===== src/rtl/alarm_pkg.sv =====
// Shared state type and state encodings for the zone alarm controller.
// The same encodings are used by the panel/indicator logic.
package alarm_pkg;

    typedef enum logic [1:0] {
        DISARMED = 2'd0,
        ARMED    = 2'd1,
        PENDING  = 2'd2,
        ALARM    = 2'd3
    } alarm_state_e;

    localparam logic [1:0] ST_DISARMED = 2'd0;
    localparam logic [1:0] ST_ARMED    = 2'd1;
    localparam logic [1:0] ST_PENDING  = 2'd2;
    localparam logic [1:0] ST_ALARM    = 2'd3;

endpackage


===== src/rtl/sensor_filter.sv =====
// One-bit sensor conditioner: two-flop synchroniser followed by a debounce
// filter that only follows the synced input after DEB_CYCLES stable edges.
module sensor_filter #(
    parameter int DEB_CYCLES = 4
) (
    input  logic clk,
    input  logic rst_n,
    input  logic raw,
    output logic filt
);

    localparam int CW = $clog2(DEB_CYCLES + 1);
    localparam logic [CW-1:0] CNT_LAST = CW'(DEB_CYCLES - 1);

    logic          meta;
    logic          synced;
    logic [CW-1:0] cnt;

    // Synchronise, then update filt on the DEB_CYCLES-th differing edge.
    always_ff @(posedge clk) begin
        if (!rst_n) begin
            meta   <= 1'b0;
            synced <= 1'b0;
            filt   <= 1'b0;
            cnt    <= '0;
        end else begin
            meta   <= raw;
            synced <= meta;
            if (synced == filt) begin
                cnt <= '0;
            end else if (cnt == CNT_LAST) begin
                filt <= synced;
                cnt  <= '0;
            end else begin
                cnt <= cnt + CW'(1);
            end
        end
    end

endmodule


===== src/rtl/alarm_zone_ctrl.sv =====
// Multi-zone alarm controller: filtered door/motion sensors, arm/disarm FSM
// with sticky zone capture, per-zone disagreement errors. ALARM_ENTRY_DELAY_EN adds an entry delay.
module alarm_zone_ctrl
    import alarm_pkg::*;
#(
    parameter int N_ZONES     = 4,
    parameter int DEB_CYCLES  = 4,
    parameter int ERR_CYCLES  = 16,
    parameter int ENTRY_DELAY = 32
) (
    input  logic               clk,
    input  logic               rst_n,
    input  logic [N_ZONES-1:0] door_i,
    input  logic [N_ZONES-1:0] motion_i,
    input  logic               arm_i,
    input  logic               disarm_i,
    input  logic               err_ack_i,
    output logic               armed_o,
    output logic               alarm_o,
    output logic [N_ZONES-1:0] alarm_zone_o,
    output logic               error_o,
    output logic [N_ZONES-1:0] error_zone_o,
    output logic [1:0]         state_o
);

    localparam int EW = $clog2(ERR_CYCLES + 1);
    localparam logic [EW-1:0] ERR_LAST = EW'(ERR_CYCLES - 1);
    localparam logic [EW-1:0] ERR_MAX  = EW'(ERR_CYCLES);

    if (N_ZONES < 1 || N_ZONES > 32) begin : g_bad_zones
        $error("N_ZONES out of range");
    end
    if (DEB_CYCLES < 1 || ERR_CYCLES < 1 || ENTRY_DELAY < 1) begin : g_bad_limits
        $error("cycle limits must be >= 1");
    end

    logic [N_ZONES-1:0] door_f;
    logic [N_ZONES-1:0] motion_f;
    logic [N_ZONES-1:0] trig;
    logic [N_ZONES-1:0] disagree;

    for (genvar z = 0; z < N_ZONES; z++) begin : g_zone
        sensor_filter #(.DEB_CYCLES(DEB_CYCLES)) u_door (
            .clk   (clk),
            .rst_n (rst_n),
            .raw   (door_i[z]),
            .filt  (door_f[z])
        );
        sensor_filter #(.DEB_CYCLES(DEB_CYCLES)) u_motion (
            .clk   (clk),
            .rst_n (rst_n),
            .raw   (motion_i[z]),
            .filt  (motion_f[z])
        );
    end

    assign trig     = door_f & motion_f;
    assign disagree = door_f ^ motion_f;

    logic [EW-1:0]      err_cnt [N_ZONES];
    logic [N_ZONES-1:0] err_zone;

    // Per-zone disagreement counters; a new set beats a same-edge ack.
    always_ff @(posedge clk) begin
        if (!rst_n) begin
            err_zone <= '0;
            for (int z = 0; z < N_ZONES; z++) err_cnt[z] <= '0;
        end else begin
            for (int z = 0; z < N_ZONES; z++) begin
                if (disagree[z]) begin
                    if (err_cnt[z] != ERR_MAX) err_cnt[z] <= err_cnt[z] + EW'(1);
                    if (err_cnt[z] >= ERR_LAST) err_zone[z] <= 1'b1;
                end else begin
                    err_cnt[z] <= '0;
                    if (err_ack_i) err_zone[z] <= 1'b0;
                end
            end
        end
    end

    alarm_state_e       state;
    alarm_state_e       state_nxt;
    logic [N_ZONES-1:0] zone;
    logic [N_ZONES-1:0] zone_nxt;

`ifdef ALARM_ENTRY_DELAY_EN
    localparam int DW = $clog2(ENTRY_DELAY + 1);
    localparam logic [DW-1:0] DWELL_LAST = DW'(ENTRY_DELAY - 1);
    logic [DW-1:0] dwell;
    logic [DW-1:0] dwell_nxt;
`endif

    // State, zone capture and entry-delay registers.
    always_ff @(posedge clk) begin
        if (!rst_n) begin
            state <= DISARMED;
            zone  <= '0;
`ifdef ALARM_ENTRY_DELAY_EN
            dwell <= '0;
`endif
        end else begin
            state <= state_nxt;
            zone  <= zone_nxt;
`ifdef ALARM_ENTRY_DELAY_EN
            dwell <= dwell_nxt;
`endif
        end
    end

    // Next state and zone capture; disarm beats arm and trigger.
    always_comb begin
        state_nxt = state;
        zone_nxt  = zone;
`ifdef ALARM_ENTRY_DELAY_EN
        dwell_nxt = '0;
`endif
        case (state)
            DISARMED: begin
                zone_nxt = '0;
                if (arm_i && !disarm_i) state_nxt = ARMED;
            end
            ARMED: begin
                if (disarm_i) begin
                    state_nxt = DISARMED;
                    zone_nxt  = '0;
                end else begin
                    zone_nxt = trig;
`ifdef ALARM_ENTRY_DELAY_EN
                    if (|trig) state_nxt = PENDING;
`else
                    if (|trig) state_nxt = ALARM;
`endif
                end
            end
`ifdef ALARM_ENTRY_DELAY_EN
            PENDING: begin
                if (disarm_i) begin
                    state_nxt = DISARMED;
                    zone_nxt  = '0;
                end else begin
                    zone_nxt = zone | trig;
                    if (dwell == DWELL_LAST) state_nxt = ALARM;
                    else dwell_nxt = dwell + DW'(1);
                end
            end
`endif
            ALARM: begin
                if (disarm_i) begin
                    state_nxt = DISARMED;
                    zone_nxt  = '0;
                end else begin
                    zone_nxt = zone | trig;
                end
            end
            default: begin
                state_nxt = DISARMED;
                zone_nxt  = '0;
            end
        endcase
    end

    assign state_o      = state;
    assign armed_o      = (state_o != ST_DISARMED);
    assign alarm_o      = (state_o == ST_ALARM);
    assign alarm_zone_o = zone;
    assign error_zone_o = err_zone;
    assign error_o      = |err_zone;

endmodule


===== config.mk =====
export PLATFORM = sky130hd
export DESIGN_NAME = alarm_zone_ctrl
export DESIGN_NICKNAME = d
export VERILOG_FILES = /design/src/rtl/alarm_pkg.sv /design/src/rtl/sensor_filter.sv /design/src/rtl/alarm_zone_ctrl.sv
export SDC_FILE = /design/constraint.sdc
export NUM_CORES = 1
export LEC_CHECK = 0
export BUFFER_PORTS_ARGS = -buffer_cell sky130_fd_sc_hd__clkbuf_2
export CORE_ASPECT_RATIO = 1.2
export CORE_MARGIN = 2
export CORE_UTILIZATION = 40
export CTS_CLUSTER_DIAMETER = 40
export DETAILED_ROUTE_END_ITERATION = 10
export PLACE_DENSITY = 0.62
export SLEW_MARGIN = 20
export SYNTH_ARGS = -nofsm -noshare
export SYNTH_HDL_FRONTEND = slang
export SYNTH_HIERARCHICAL = 1
export SYNTH_SLANG_ARGS = --single-unit

===== constraint.sdc =====
create_clock -name clk -period 1.8 [get_ports clk]
set_clock_uncertainty 0.05 [all_clocks]
set_input_delay 0.18 -clock clk [delete_from_list [all_inputs] [get_ports clk]]
set_output_delay 0.18 -clock clk [all_outputs]
set_load 0.03 [all_outputs]

==> flow_metrics.env, run 1 <==
export IMPL_clk_pin_slew_ns=0.08
export IMPL_power_density_nw_per_um2=812
export IMPL_port_buffers=25
export IMPL_post_drt_via_cell_ratio=4.83
export IMPL_ios=26
export IMPL_die_area_um2=9180
export IMPL_slew_headroom_pct=67.3
export IMPL_first_pass_iters=4
export IMPL_dieWidth_um=87.8
export IMPL_clk_latency_ns=0.33
export IMPL_grt_pass1_wl_um=9390
export IMPL_multiInputGateArea_um2=1520
export IMPL_startpoint="err_cnt[2][1]"
export IMPL_drt_iter0_drc=80
export IMPL_syn_nets=327
export IMPL_hold_viol=0
export IMPL_synth_area_leaders="dfxtp_1, edfxtp_1, ha_1, and4bb_2, nor4b_1"
export IMPL_setup_viol=0
export IMPL_rr_startpoint="err_cnt[2][1]"
export IMPL_reg2regPathDepth=5
export IMPL_worst_slack_ns=0.0959
export IMPL_cap_violations=0
export IMPL_grt_max_degree=45
export IMPL_die_y_um=105
export IMPL_cts_root_buffer="clkbuf_8"
export IMPL_clock_sinks=78
export IMPL_period_share_pct=94.7
export IMPL_ir_drop_mv=0.389
export IMPL_syn_to_final_growth_pct=16.7
export IMPL_synth_simple_area_share_pct=24.1
export IMPL_synth_compound_area_share_pct=2.37
export IMPL_yosysSeqAreaShare_pct=52.2
export IMPL_synth_top_family_by_area="simple AND/OR/NAND/NOR gates"
export IMPL_synth_mux_area_share_pct=3.56
export IMPL_fp_row_count=36
export IMPL_grt_overflow=0
export IMPL_drc=0
export IMPL_hp_class="in2reg"
export IMPL_synth_top_area_cell="dfxtp_1"
export IMPL_start_util_pct=41.4
export IMPL_cts_tree="built"
export IMPL_fillers=752
export IMPL_synth_top_area_share_pct=34.4
export IMPL_path_class="reg2reg"
export IMPL_clockBufferDepth=2
export IMPL_gp_congestion=0.807
export IMPL_startpoint_type="flop"
export IMPL_core_um2=8150
export IMPL_period_minus_slack_ns=1.70
export IMPL_regArea_um2=1760
export IMPL_antenna_cells=0
export IMPL_crit_arrival_ns=1.88
export IMPL_yosysWarnings=6
export IMPL_synth_xor_area_share_pct=3.12
export IMPL_gr_usage_all_layers_pct=13.0
export IMPL_synth_seq_cells=78
export IMPL_antenna_found_initial=0
export IMPL_ant_nets=0
export IMPL_max_freq_mhz=587
export IMPL_slew_viol_final=0
export IMPL_num_vias=2152
export IMPL_worst_path_max_fanout=4
export IMPL_grt_pass1_vias=2182
export IMPL_layout_commonest_cell="dfxtp_1"
export IMPL_numCtsBuffers=9
export IMPL_crit_required_ns=1.98
export IMPL_crit_end="error_zone_o[2]"
export IMPL_tightest_slew_ns=0.491
export IMPL_r2r_slack_ns=0.1
export IMPL_crit_path_end_kind="flop"
export IMPL_syn_avg_cell_area_um2=12.0
export IMPL_dpl_hpwl_um=3870
export IMPL_wl_um=5390
export IMPL_leakage_uw=0.00161
export IMPL_final_cell_mix="dfxtp_1, ha_1, clkbuf_2"
export IMPL_synth_cells=282
export IMPL_status="finished, final reports clean"
export IMPL_nNetsFinal=373
export IMPL_synthAdderAreaFrac_pct=11.9
export IMPL_drive_above_1_share_pct=18.1
export IMPL_netlist_area_um2=3370
export IMPL_avgRoutedWirePerCell_um=12.1
export IMPL_final_setup_tns_ns=0
export IMPL_synth_cell_types=28
export IMPL_h_tree_depth=3
export IMPL_dpl_worst_slack_ns=0.0899
export IMPL_reg2reg_to="error_zone_o[2]"
export IMPL_rsz0062_at_grt="false"
## flip-flops by register name (all words and copies together), names as in the netlist
name / cells
g_zone.u_motion/synced: 4
alarm_zone_o: 4
g_zone.u_motion/meta: 4
g_zone.u_motion/filt: 4
err_cnt: 20
g_zone.u_door/filt: 4
g_zone.u_door/cnt: 12
error_zone_o: 4
g_zone.u_door/synced: 4
g_zone.u_door/meta: 4
g_zone.u_motion/cnt: 12
state_o: 2
## layer usage
metal	part of all wire [%]	wire, um	up-vias	global-route usage, %
li1	-	-	1116	-
met2	47	2520	24	20.8
met4	2.0	109	0	6.26
met1	49	2630	1003	16.5
met3	2.5	136	9	2.61
met5	0	0	-	0
## synthesized netlist by cell type
library cell   n
or2_2          1
mux2i_1       12
nor3_2         1
nand3_1       12
o221a_1        4
and3_1         4
or3_1          4
and4_1         4
ha_1          32
nand3b_1       5
and4bb_2      12
o211a_1        1
nor3b_1        3
edfxtp_1      20
inv_1         21
a21oi_1        5
xnor2_1       12
nor4b_1       16
or4_1          1
nor3b_2        1
nor2_1         5
nor2b_1       13
dfxtp_1       58
buf_2          1
nor3_1        12
and2_1        17
buf_4          1
nand2_1        4
## cells by family (layout without fill, tap and decap cells)
kind of cell	Yosys count	count (layout)
buffers and inverters	23	73
multiplexers	12	12
AO/OA/AOI/OAI	10	10
adder cells (fa/ha/maj)	32	32
XOR/XNOR	12	12
flip-flops	78	78
AND/OR/NAND/NOR	115	115
## worst max-delay path, stage by stage (launching register included)
cell and delay (ns):
edfxtp_1 0.43, ha_1 0.23, and3_1 0.19, ha_1 0.16, or3_1 0.30, o221a_1 0.24
## final cells by class
class | instances | area share [%]
Clock inverter | 2 | 0.286
Tap cell | 114 | 3.62
Multi-Input combinational cell | 181 | 38.6
Clock buffer | 13 | 4.83
Timing Repair Buffer | 37 | 5.91
Inverter | 21 | 2.00
Sequential cell | 78 | 44.8
## timing repair
| item | in CTS | in global routing |
|---|---|---|
| buffers inserted | 0 | 1 |
| endpoints found under the setup margin | 0 | 1 |
| gates resized for setup | 0 | 0 |
| hold buffers | 7 | 0 |
| endpoints found under the hold margin | 7 | 0 |
## how the worst min path moves through the flow
| stage | from | to | slack (ns) | depth (start not counted) |
|---|---|---|---|---|
| 2_1_floorplan | rst_n | g_zone[0].u_door/meta | 0.25 | 1 |
| 3_3_place_gp | motion_i[2] | g_zone[2].u_motion/meta | 0.34 | 2 |
| 3_5_place_dp | motion_i[0] | g_zone[0].u_motion/meta | 0.34 | 2 |
| 4_1_cts | door_i[0] | g_zone[0].u_door/meta | 0.006 | 2 |
| 5_1_grt | door_i[0] | g_zone[0].u_door/meta | 0.02 | 2 |
| 6_report | door_i[0] | g_zone[0].u_door/meta | 0.02 | 2 |
## per-stage QoR
step | std cells | hold slack [ns] | instance area, um^2 | utilization [%] | total power (uW)
6_report | 446 | 0.0174 | 3940 | 48.3 | 3200
3_3_place_gp | 423 | 0.336 | 3660 | 44.9 | 1940
4_1_cts | 445 | 0.00593 | 3930 | 48.2 | 3250
5_1_grt | 446 | 0.0213 | 3940 | 48.3 | 3340
3_5_place_dp | 423 | 0.341 | 3660 | 44.9 | 1940
2_1_floorplan | 282 | 0.252 | 3370 | - | 1900
## power by group
part	internal (uW)	switching, uW
registers	1810	10.3
logic	48.6	41.9
clock network	690	598
No activity file was read; power rests on OpenSTA's default activity.
==> run 2: changes to the inputs <==
- PLACE_DENSITY: 0.62 -> default
- SETUP_SLACK_MARGIN: default -> 0.5
==> run 2 against run 1 <==
Die area unchanged. Register-to-register slack gained 0.05 ns. Clock power increased by 9%. Total power is 3.9% higher. Setup slack improved by 0.055 ns. Largest power group unchanged. Utilization up 6.4 points. Combinational power is 19% higher. Sequential cell count did not move.
==> flow_metrics.env, run 2 (synthesis gave the netlist of run 1 again) <==
export IMPL_top_regs="err_cnt (20), g_zone.u_door/cnt (12), g_zone.u_motion/cnt (12)"
export IMPL_leakage_uw=0.00175
export IMPL_power_uw=3320
export IMPL_dpl_worst_slack_ns=0.138
export IMPL_reg2regPathDepth=5
export IMPL_r2r_slack_ns=0.15
export IMPL_place_area_um2=3710
export IMPL_reg2reg_to="error_zone_o[3]"
export IMPL_slew_headroom_pct=79.8
export IMPL_switching_share_pct=21.8
export IMPL_max_freq_mhz=606
export IMPL_drt_iter0_drc=63
export IMPL_cts_root_buffer="clkbuf_8"
export IMPL_nNetsFinal=396
export IMPL_period_share_pct=91.6
export IMPL_period_minus_slack_ns=1.65
export IMPL_holdPathStages=3
export IMPL_combinationalPowerShare_pct=3.3
export IMPL_ios=26
export IMPL_num_vias=2339
export IMPL_wl_um=6310
export IMPL_port_buffers=25
export IMPL_intPower_uw=2600
export IMPL_die_y_um=105
export IMPL_fp_row_count=36
export IMPL_worst_path_max_fanout=2
export IMPL_path_class="reg2reg"
export IMPL_drc=0
export IMPL_power_density_nw_per_um2=745
export IMPL_status="finished, final reports clean"
export IMPL_p_switching_uw=724
export IMPL_clockBufferDepth=2
export IMPL_clock_sinks=78
export IMPL_cts_tree="built"
export IMPL_slew_viol_final=0
export IMPL_antenna_cells=0
export IMPL_largest_register="err_cnt"
export IMPL_rr_startpoint="err_cnt[3][1]"
export IMPL_pwr_share_clk_pct=42.0
export IMPL_min_from="disarm_i"
export IMPL_final_setup_tns_ns=0
export IMPL_gr_usage_all_layers_pct=14.0
export IMPL_h_tree_depth=3
export IMPL_start_util_pct=41.4
export IMPL_numCtsBuffers=9
export IMPL_largest_register_ff_count=20
export IMPL_ir_drop_mv=0.445
export IMPL_layout_commonest_cell="dfxtp_1"
export IMPL_grt_max_degree=39
export IMPL_post_drt_via_cell_ratio=4.98
export IMPL_crit_required_ns=2.00
export IMPL_crit_path_end_kind="flop"
export IMPL_clk_latency_ns=0.35
export IMPL_min_to="state_o[0]"
export IMPL_drive_above_1_share_pct=35.1
export IMPL_setup_viol=0
export IMPL_crit_arrival_ns=1.85
export IMPL_grt_pass1_vias=2207
export IMPL_hp_class="in2reg"
export IMPL_grt_overflow=0
export IMPL_tightest_slew_ns=0.301
export IMPL_rsz0062_at_grt="true"
export IMPL_hold_viol=0
export IMPL_syn_to_final_growth_pct=32.2
export IMPL_fin_area_um2=4460
export IMPL_fillers=687
export IMPL_gp_congestion=0.803
export IMPL_ant_nets=0
export IMPL_power_frac_seq_pct=54.7
export IMPL_dieWidth_um=87.8
export IMPL_die_area_um2=9180
export IMPL_startpoint_type="flop"
export IMPL_antenna_found_initial=0
export IMPL_final_cell_mix="dfxtp_1, ha_1, clkbuf_2"
export IMPL_avgRoutedWirePerCell_um=13.4
export IMPL_dpl_hpwl_um=3920
export IMPL_first_pass_iters=4
export IMPL_clk_pin_slew_ns=0.09
export IMPL_cap_violations=0
export IMPL_core_um2=8150
export IMPL_worst_slack_ns=0.151
export IMPL_grt_pass1_wl_um=9970
[run 2: changes by cell type in the layout (fill, tap and decap cells not counted), moves of 5 or more]
cell / previous run / this run
ha_1: 32 / 22
ha_2: 0 / 7
nand3_1: 12 / 7
nor4b_1: 16 / 11
nor4b_2: 0 / 5
buf_6: 0 / 13
nor3_1: 12 / 5
buf_4: 5 / 14
nor3_2: 1 / 8
[run 2: per-layer routing]
layer,vias up,track usage [%],share of wire [%]
met4,0,7.14,1.8
met5,-,0,0
met2,31,21.9,50
met1,1126,17.4,45
met3,15,4.19,2.7
li1,1167,-,-
[run 2: repair_timing]
| item | in CTS | in global routing |
|---|---|---|
| hold buffers | 8 | 0 |
| hold endpoints to repair | 8 | 0 |
| setup buffers | 17 | 7 |
| endpoints found under the setup margin | 44 | 51 |
| gates resized for setup | 30 | 39 |
| pin swaps | 9 | 15 |
[run 2: power groups by stage]
stage	combinational, uW	clock, uW	sequential (uW)
4_1_cts	107	1440	1820
5_1_grt	119	1520	1820
6_report	108	1400	1820
2_1_floorplan	46.3	0	1860
3_3_place_gp	88.9	0	1860
3_5_place_dp	90.5	0	1860
[run 2: worst max path at each step]
stage | start | end | slack (ns) | cells after the start
6_report | err_cnt[3][1] | error_zone_o[3] | 0.15 | 5
5_1_grt | err_cnt[2][1] | error_zone_o[2] | 0.09 | 5
4_1_cts | error_zone_o[3] | error_o | 0.15 | 2
3_5_place_dp | err_cnt[2][0] | error_zone_o[2] | 0.14 | 5
3_3_place_gp | err_cnt[2][0] | error_zone_o[2] | 0.16 | 5
2_1_floorplan | err_cnt[2][0] | error_zone_o[2] | 0.19 | 5
[run 2: cell type report]
cell class	count	area, um^2	area share, %
Tap cell	114	143	3.20
Clock inverter	6	65.1	1.46
Multi-Input combinational cell	181	1750	39.2
Timing Repair Buffer	60	500	11.2
Clock buffer	10	149	3.34
Inverter	21	86.3	1.94
Sequential cell	78	1770	39.7
[run 2: metrics by stage]
step                      hold WS, ns  instances  utilization, %
after global routing           0.0106        470            54.7
after CTS                     0.00755        463            52.0
after detailed placement        0.342        422            45.5
after floorplan                 0.252        282               -
final                          0.0148        470            54.7
after global placement          0.337        422            45.5
[run 2: worst max-delay path, cell delays in order (launching register included)]
cell and delay (ns):
edfxtp_1 0.43, ha_2 0.21, and3_4 0.15, ha_4 0.14, or3_1 0.32, o221a_1 0.24
